<file path="src/rtl/rx_frame_ctrl_pkg.sv">
// Shared framing definitions for the serial receive path: delimiter codes,
// FSM state encoding and the receiver oversampling factor.
package rx_frame_ctrl_pkg;

  localparam logic [7:0]  SOF_CODE   = 8'h02;
  localparam logic [7:0]  EOF_CODE   = 8'h03;
  localparam int unsigned BIT_PERIOD = 16;

  typedef enum logic [1:0] {
    ST_IDLE    = 2'd0,
    ST_COLLECT = 2'd1,
    ST_HOLD    = 2'd2
  } state_e;

endpackage

</file>
<file path="src/rtl/rx_frame_ctrl_byte_event.sv">
// Turns the receiver's per-byte completion level into a one-cycle byte event.
// History resets to 1 so a level already high out of reset is not a new byte.
module rx_byte_event (
  input  logic       clk,
  input  logic       rst_n,
  input  logic       rx_received,
  input  logic [7:0] rx_byte,
  output logic       byte_evt,
  output logic [7:0] evt_byte
);

  logic rx_prev;

  always_ff @(posedge clk or negedge rst_n) begin
    if (!rst_n) rx_prev <= 1'b1;
    else        rx_prev <= rx_received;
  end

  // Byte is used in the same cycle as the rising edge; it is stable while rx_received is high.
  assign byte_evt = rx_received & ~rx_prev;
  assign evt_byte = rx_byte;

endmodule

</file>
<file path="src/rtl/rx_frame_ctrl.sv">
// Collects SOF..EOF delimited frames from the byte receiver and presents them
// on a valid/ready port, with overflow, inter-byte timeout and drop flags.
module rx_frame_ctrl
  import rx_frame_ctrl_pkg::*;
#(
  parameter int unsigned MAX_LEN     = 15,
  parameter logic [7:0]  SOF_BYTE    = SOF_CODE,
  parameter logic [7:0]  EOF_BYTE    = EOF_CODE,
  parameter int unsigned TIMEOUT_CYC = 4 * 10 * BIT_PERIOD
) (
  input  logic                 clk,
  input  logic                 rst_n,
  input  logic                 rx_received,
  input  logic [7:0]           rx_byte,
  output logic                 frame_valid,
  input  logic                 frame_ready,
  output logic [8*MAX_LEN-1:0] frame_data,
  output logic [3:0]           frame_len,
  output logic                 busy,
  output logic                 err_overflow,
  output logic                 err_timeout,
  output logic                 err_drop
);

  localparam int unsigned     TW      = $clog2(TIMEOUT_CYC);
  localparam logic [3:0]      LEN_MAX = 4'(MAX_LEN);
  localparam logic [TW-1:0]   T_LAST  = TW'(TIMEOUT_CYC - 1);

  if (MAX_LEN < 1 || MAX_LEN > 15) begin : g_bad_max_len
    $error("rx_frame_ctrl: MAX_LEN must be 1..15 to fit the 4-bit length");
  end

  state_e               state, state_d;
  logic [TW-1:0]        timer_q, timer_d;
  logic [3:0]           len_q, len_d;
  logic [8*MAX_LEN-1:0] data_q, data_d;
  logic                 ovf_q, ovf_d, to_q, to_d, drop_q, drop_d;
  logic                 byte_evt;
  logic [7:0]           evt_byte;

  rx_byte_event u_byte_event (
    .clk         (clk),
    .rst_n       (rst_n),
    .rx_received (rx_received),
    .rx_byte     (rx_byte),
    .byte_evt    (byte_evt),
    .evt_byte    (evt_byte)
  );

  always_ff @(posedge clk or negedge rst_n) begin
    if (!rst_n) state <= ST_IDLE;
    else        state <= state_d;
  end

  always_ff @(posedge clk or negedge rst_n) begin
    if (!rst_n) begin
      timer_q <= '0;
      len_q   <= '0;
      data_q  <= '0;
      ovf_q   <= 1'b0;
      to_q    <= 1'b0;
      drop_q  <= 1'b0;
    end else begin
      timer_q <= timer_d;
      len_q   <= len_d;
      data_q  <= data_d;
      ovf_q   <= ovf_d;
      to_q    <= to_d;
      drop_q  <= drop_d;
    end
  end

  always_comb begin
    state_d = state;
    timer_d = '0;
    len_d   = len_q;
    data_d  = data_q;
    ovf_d   = 1'b0;
    to_d    = 1'b0;
    drop_d  = 1'b0;
    unique case (state)
      ST_IDLE: begin
        if (byte_evt && evt_byte == SOF_BYTE) begin
          state_d = ST_COLLECT;
          len_d   = '0;
          data_d  = '0;
        end
      end
      ST_COLLECT: begin
        // A byte event takes priority over an expiring timer in the same cycle.
        if (byte_evt) begin
          if (evt_byte == EOF_BYTE) begin
            state_d = (len_q != '0) ? ST_HOLD : ST_IDLE;
          end else if (evt_byte == SOF_BYTE) begin
            len_d  = '0;
            data_d = '0;
          end else if (len_q == LEN_MAX) begin
            ovf_d   = 1'b1;
            state_d = ST_IDLE;
          end else begin
            for (int unsigned k = 0; k < MAX_LEN; k++) begin
              if (len_q == 4'(k)) data_d[8*k +: 8] = evt_byte;
            end
            len_d = len_q + 4'd1;
          end
        end else if (timer_q == T_LAST) begin
          to_d    = 1'b1;
          state_d = ST_IDLE;
        end else begin
          timer_d = timer_q + TW'(1);
        end
      end
      ST_HOLD: begin
        drop_d = byte_evt;
        if (frame_ready) state_d = ST_IDLE;
      end
      default: state_d = ST_IDLE;
    endcase
  end

  always_comb begin
    frame_valid  = (state == ST_HOLD);
    busy         = (state != ST_IDLE);
    frame_data   = data_q;
    frame_len    = len_q;
    err_overflow = ovf_q;
    err_timeout  = to_q;
    err_drop     = drop_q;
  end

endmodule
</file>
<file path="config.mk">
export PLATFORM = sky130hd
export DESIGN_NAME = rx_frame_ctrl
export DESIGN_NICKNAME = d
export VERILOG_FILES = /design/src/rtl/rx_frame_ctrl_pkg.sv /design/src/rtl/rx_frame_ctrl_byte_event.sv /design/src/rtl/rx_frame_ctrl.sv
export SDC_FILE = /design/constraint.sdc
export NUM_CORES = 1
export LEC_CHECK = 0
export ABC_CLOCK_PERIOD_IN_PS = 6250
export CELL_PAD_IN_SITES_DETAIL_PLACEMENT = 1
export CELL_PAD_IN_SITES_GLOBAL_PLACEMENT = 1
export CORE_MARGIN = 5
export CORE_UTILIZATION = 35
export CTS_BUF_LIST = sky130_fd_sc_hd__clkbuf_8
export CTS_CLUSTER_SIZE = 40
export DETAILED_ROUTE_END_ITERATION = 8
export PLACE_DENSITY = 0.69
export SYNTH_ARGS = -nofsm -noshare
export SYNTH_HDL_FRONTEND = slang
export SYNTH_SLANG_ARGS = --single-unit
</file>
<file path="constraint.sdc">
create_clock -name clk -period 6.25 [get_ports clk]
set_input_delay 1.25 -clock clk [delete_from_list [all_inputs] [get_ports clk]]
set_output_delay 1.25 -clock clk [all_outputs]
set_load 0.01 [all_outputs]
</file>
==> results.toml <==
[run_status]
outcome = "finished, final reports clean"

[routing]
vias_per_cell = 5.23
routed_wl_mm = 18.3
num_vias = 4347
final_antenna_net_count = 0
drc = 0
wire_per_inst_um = 22.0
drtPass1Iterations = 4
drt_iter0_drc = 160

[synth]
synth-compound-area-share_pct = 11.3
ys.flop_type = "dfrtp_1"
synth_top_area_share_pct = 56.9
post-synth-top-area-cell = "dfrtp_1"
synth_area_leaders = "dfrtp_1 (57%), mux2_2 (14%), a22o_1 (2.6%)"
synth.net_count = 476
synth_simple_gate_area_share_pct = 10.5
async_flop_share_pct = 100
muxShareOfSynthArea_pct = 16.1
syn-cell-area_um2 = 6120
yosys_warnings = 0
synthCells = 459
synth_edf_count = 0
synth_cell_types = 49
seq_area_frac_synth_pct = 57.3
synth_fa_ha_area_share_pct = 1.02
synthXorXnorAreaFrac_pct = 1.15
synth_top_family_by_area = "multiplexers"
synth-seq-cells = 140
synth_area_per_cell_um2 = 13.3

[clocking]
postCtsResizedCells = 0
cts_tree = "yes"
clock_latency_ps = 460
clockBufferDepth = 2
htreeDepth = 4
clkTransAtPathRegs_ps = 80
root_buffer = "clkbuf_8"
cts_inserted_buffers = 17
post_cts_buffers = 0
numClockSinks = 140
ctsHoldBuffers = 0

[timing]
fmaxAchievable_mhz = 263
finalHoldViolCount = 0
tns_ps = 0
fin_ws_ps = 2450
rsz0062_at_grt = "no"
slew-limit-headroom_pct = 20.5
final_max_slew_viol_count = 0
finalSetupViolations = 0
skew_ps = 12.6
tightestPinTransition_ps = 1190
finalCritPeriodShare_pct = 60.8
fin_crit_ps = 3800

[setup_path]
cp.arrival_ps = 4140
r2r_slack_ps = 3300
crit_fanout = 19
crit_slowest_cell = "o211a_1"
cp-start-kind = "input port"
cp_cell_sequence = "clkdlybuf4s50_1 > or4_4 > o211a_1 > o22ai_2 > mux2_2"
cp.required_ps = 6600
path_buf_inv = 1
cp-end-kind = "flip-flop"
max_stage_delay_ps = 710
path_class = "input port to flip-flop"
crit_family = "compound AO/OA/AOI/OAI gates"

[floorplan]
die_x_um = 142
core.rowCount = 48
die_h_um = 142
start_util_pct = 35.5
coreArea_um2 = 17200
die_area_um2 = 20200
num_io_pins = 141

[global_routing]
grt_pass1_vias = 4832
antenna_found_initial = 0
grt_max_degree = 76
grt_pass1_wl_mm = 28.8
grt-ovfl-total = 0
grtUsageTotal_pct = 18.7

[pwr]
powerDensity_nw_per_um2 = 228
power.leakage_uw = 0.00363
peakVddDrop_uv = 183

[cells_and_area]
insertedDiodeCount = 0
nets = 610
nFillCells = 1770
drive_gt1_share_pct = 25.1
area_delta_synth_final_pct = 32.4
multi_input_area_um2 = 2460
layout.area.seq_um2 = 3500

[place]
dpl_worst_slack_ps = 1960
globalplace.congestion = 0.767
hpwl_mm = 12.6
portBuffers = 140

[job]
drv_cap = 0

[worst_hold_path]
hold_class = "flip-flop to flip-flop"
## placed cells by master (no fill, tap or decap), types with 3 or more instances in the layout
master,netlist,final
dfrtp_1,139,139
clkdlybuf4s50_1,0,139
mux2_2,78,78
nor2_1,19,19
o211ai_1,18,18
a22o_1,18,18
nand3_1,17,17
clkbuf_8,0,17
nand2_1,15,15
a32o_1,11,11
nand4_1,9,9
and2_1,9,9
mux2_4,7,7
inv_1,6,6
and3_1,6,6
or2_2,6,6
nand3b_1,6,6
o21ai_4,6,6
xnor2_1,5,5
o21ai_2,5,5
ha_1,5,5
nor2b_1,4,4
or3b_2,4,4
inv_8,0,4
inv_6,0,4
nand2b_1,3,3
xor2_1,3,3
nor3_1,5,3
o22ai_2,3,3
buf_4,0,3
## layout make-up
type                       count  share of cell area (%)
multi-input combinational    285                    30.3
clock buffer                  17                    2.89
tap                          225                    3.47
inverter                       6                   0.278
sequential                   140                    43.3
clock inverter                15                    2.19
timing repair buffer         143                    17.6
## sequential cells by signal, indices dropped and copies added, names as in the netlist
signal                cells
state                     2
err_overflow              1
err_timeout               1
err_drop                  1
timer_q                  10
frame_len                 4
frame_data              120
u_byte_event.rx_prev      1
## per-stage QoR
stage                     cells  power [uW]  util, %  area (um^2)  hold WS, ps
final                       831        1850     47.0         8100          500
after global routing        831        1930     47.0         8100          528
after CTS                   831        1870     47.0         8100          503
after detailed placement    799        1100     44.6         7690          483
after global placement      799        1100     44.6         7690          471
after floorplan             459        1020        -         6120          455
## worst reg2reg max path, stage by stage (launching register included)
cell and delay, ps:
dfrtp_1 730, and4bb_2 400, o211a_1 940, o22ai_4 370, mux2_4 390
## path summary, 6_finish.rpt
path | startpoint | endpoint | depth (start not counted)
worst max-delay path | rx_byte[5] | frame_data[63] | 5
worst min-delay path | timer_q[0] | timer_q[0] | 1
worst max register to register | state[0] | frame_data[4] | 4
worst min register to register | timer_q[0] | timer_q[0] | 1
max in group asynchronous | rst_n | frame_data[0] | 2
min in group asynchronous | rst_n | frame_data[47] | 1
## cells by family after synthesis
logic type,Yosys count
adder cells (fa/ha/maj),5
multiplexers,85
AO/OA/AOI/OAI,74
AND/OR/NAND/NOR,113
XOR/XNOR,8
flip-flops,140
buffers and inverters,34
## synth_stat cells, types with 3 or more instances
| master | instances |
|---|---|
| ha_1 | 5 |
| mux2_4 | 7 |
| o21ai_4 | 6 |
| dfrtp_1 | 139 |
| xnor2_1 | 5 |
| nand2b_1 | 3 |
| xor2_1 | 3 |
| and2_1 | 9 |
| or3b_2 | 4 |
| buf_6 | 3 |
| nand3_1 | 17 |
| o21ai_2 | 5 |
| nand2_1 | 15 |
| inv_1 | 6 |
| a22o_1 | 18 |
| o211ai_1 | 18 |
| nand3b_1 | 6 |
| nor3_1 | 5 |
| and3_1 | 6 |
| nor2b_1 | 4 |
| nor2_1 | 19 |
| or2_2 | 6 |
| clkbuf_1 | 22 |
| nand4_1 | 9 |
| o22ai_2 | 3 |
| mux2_2 | 78 |
| a32o_1 | 11 |
## power by group
part | total [uW] | switching (uW) | internal [uW] | leakage, uW
Sequential | 929 | 13.4 | 916 | 0.00195
Clock | 769 | 399 | 370 | 0.000205
Combinational | 152 | 94.8 | 56.7 | 0.00147
## layer usage
metal  up-vias  wire (um)  global-route usage [%]  share of wire, %
met1      2251       7510                    22.4                41
met5         -          0                       0                 0
met4         0        282                    4.95               1.5
met3        21       1370                    7.86               7.5
met2       114       9090                    31.0                50
li1       1961          -                       -                 -
No activity file was read; power rests on OpenSTA's default activity.
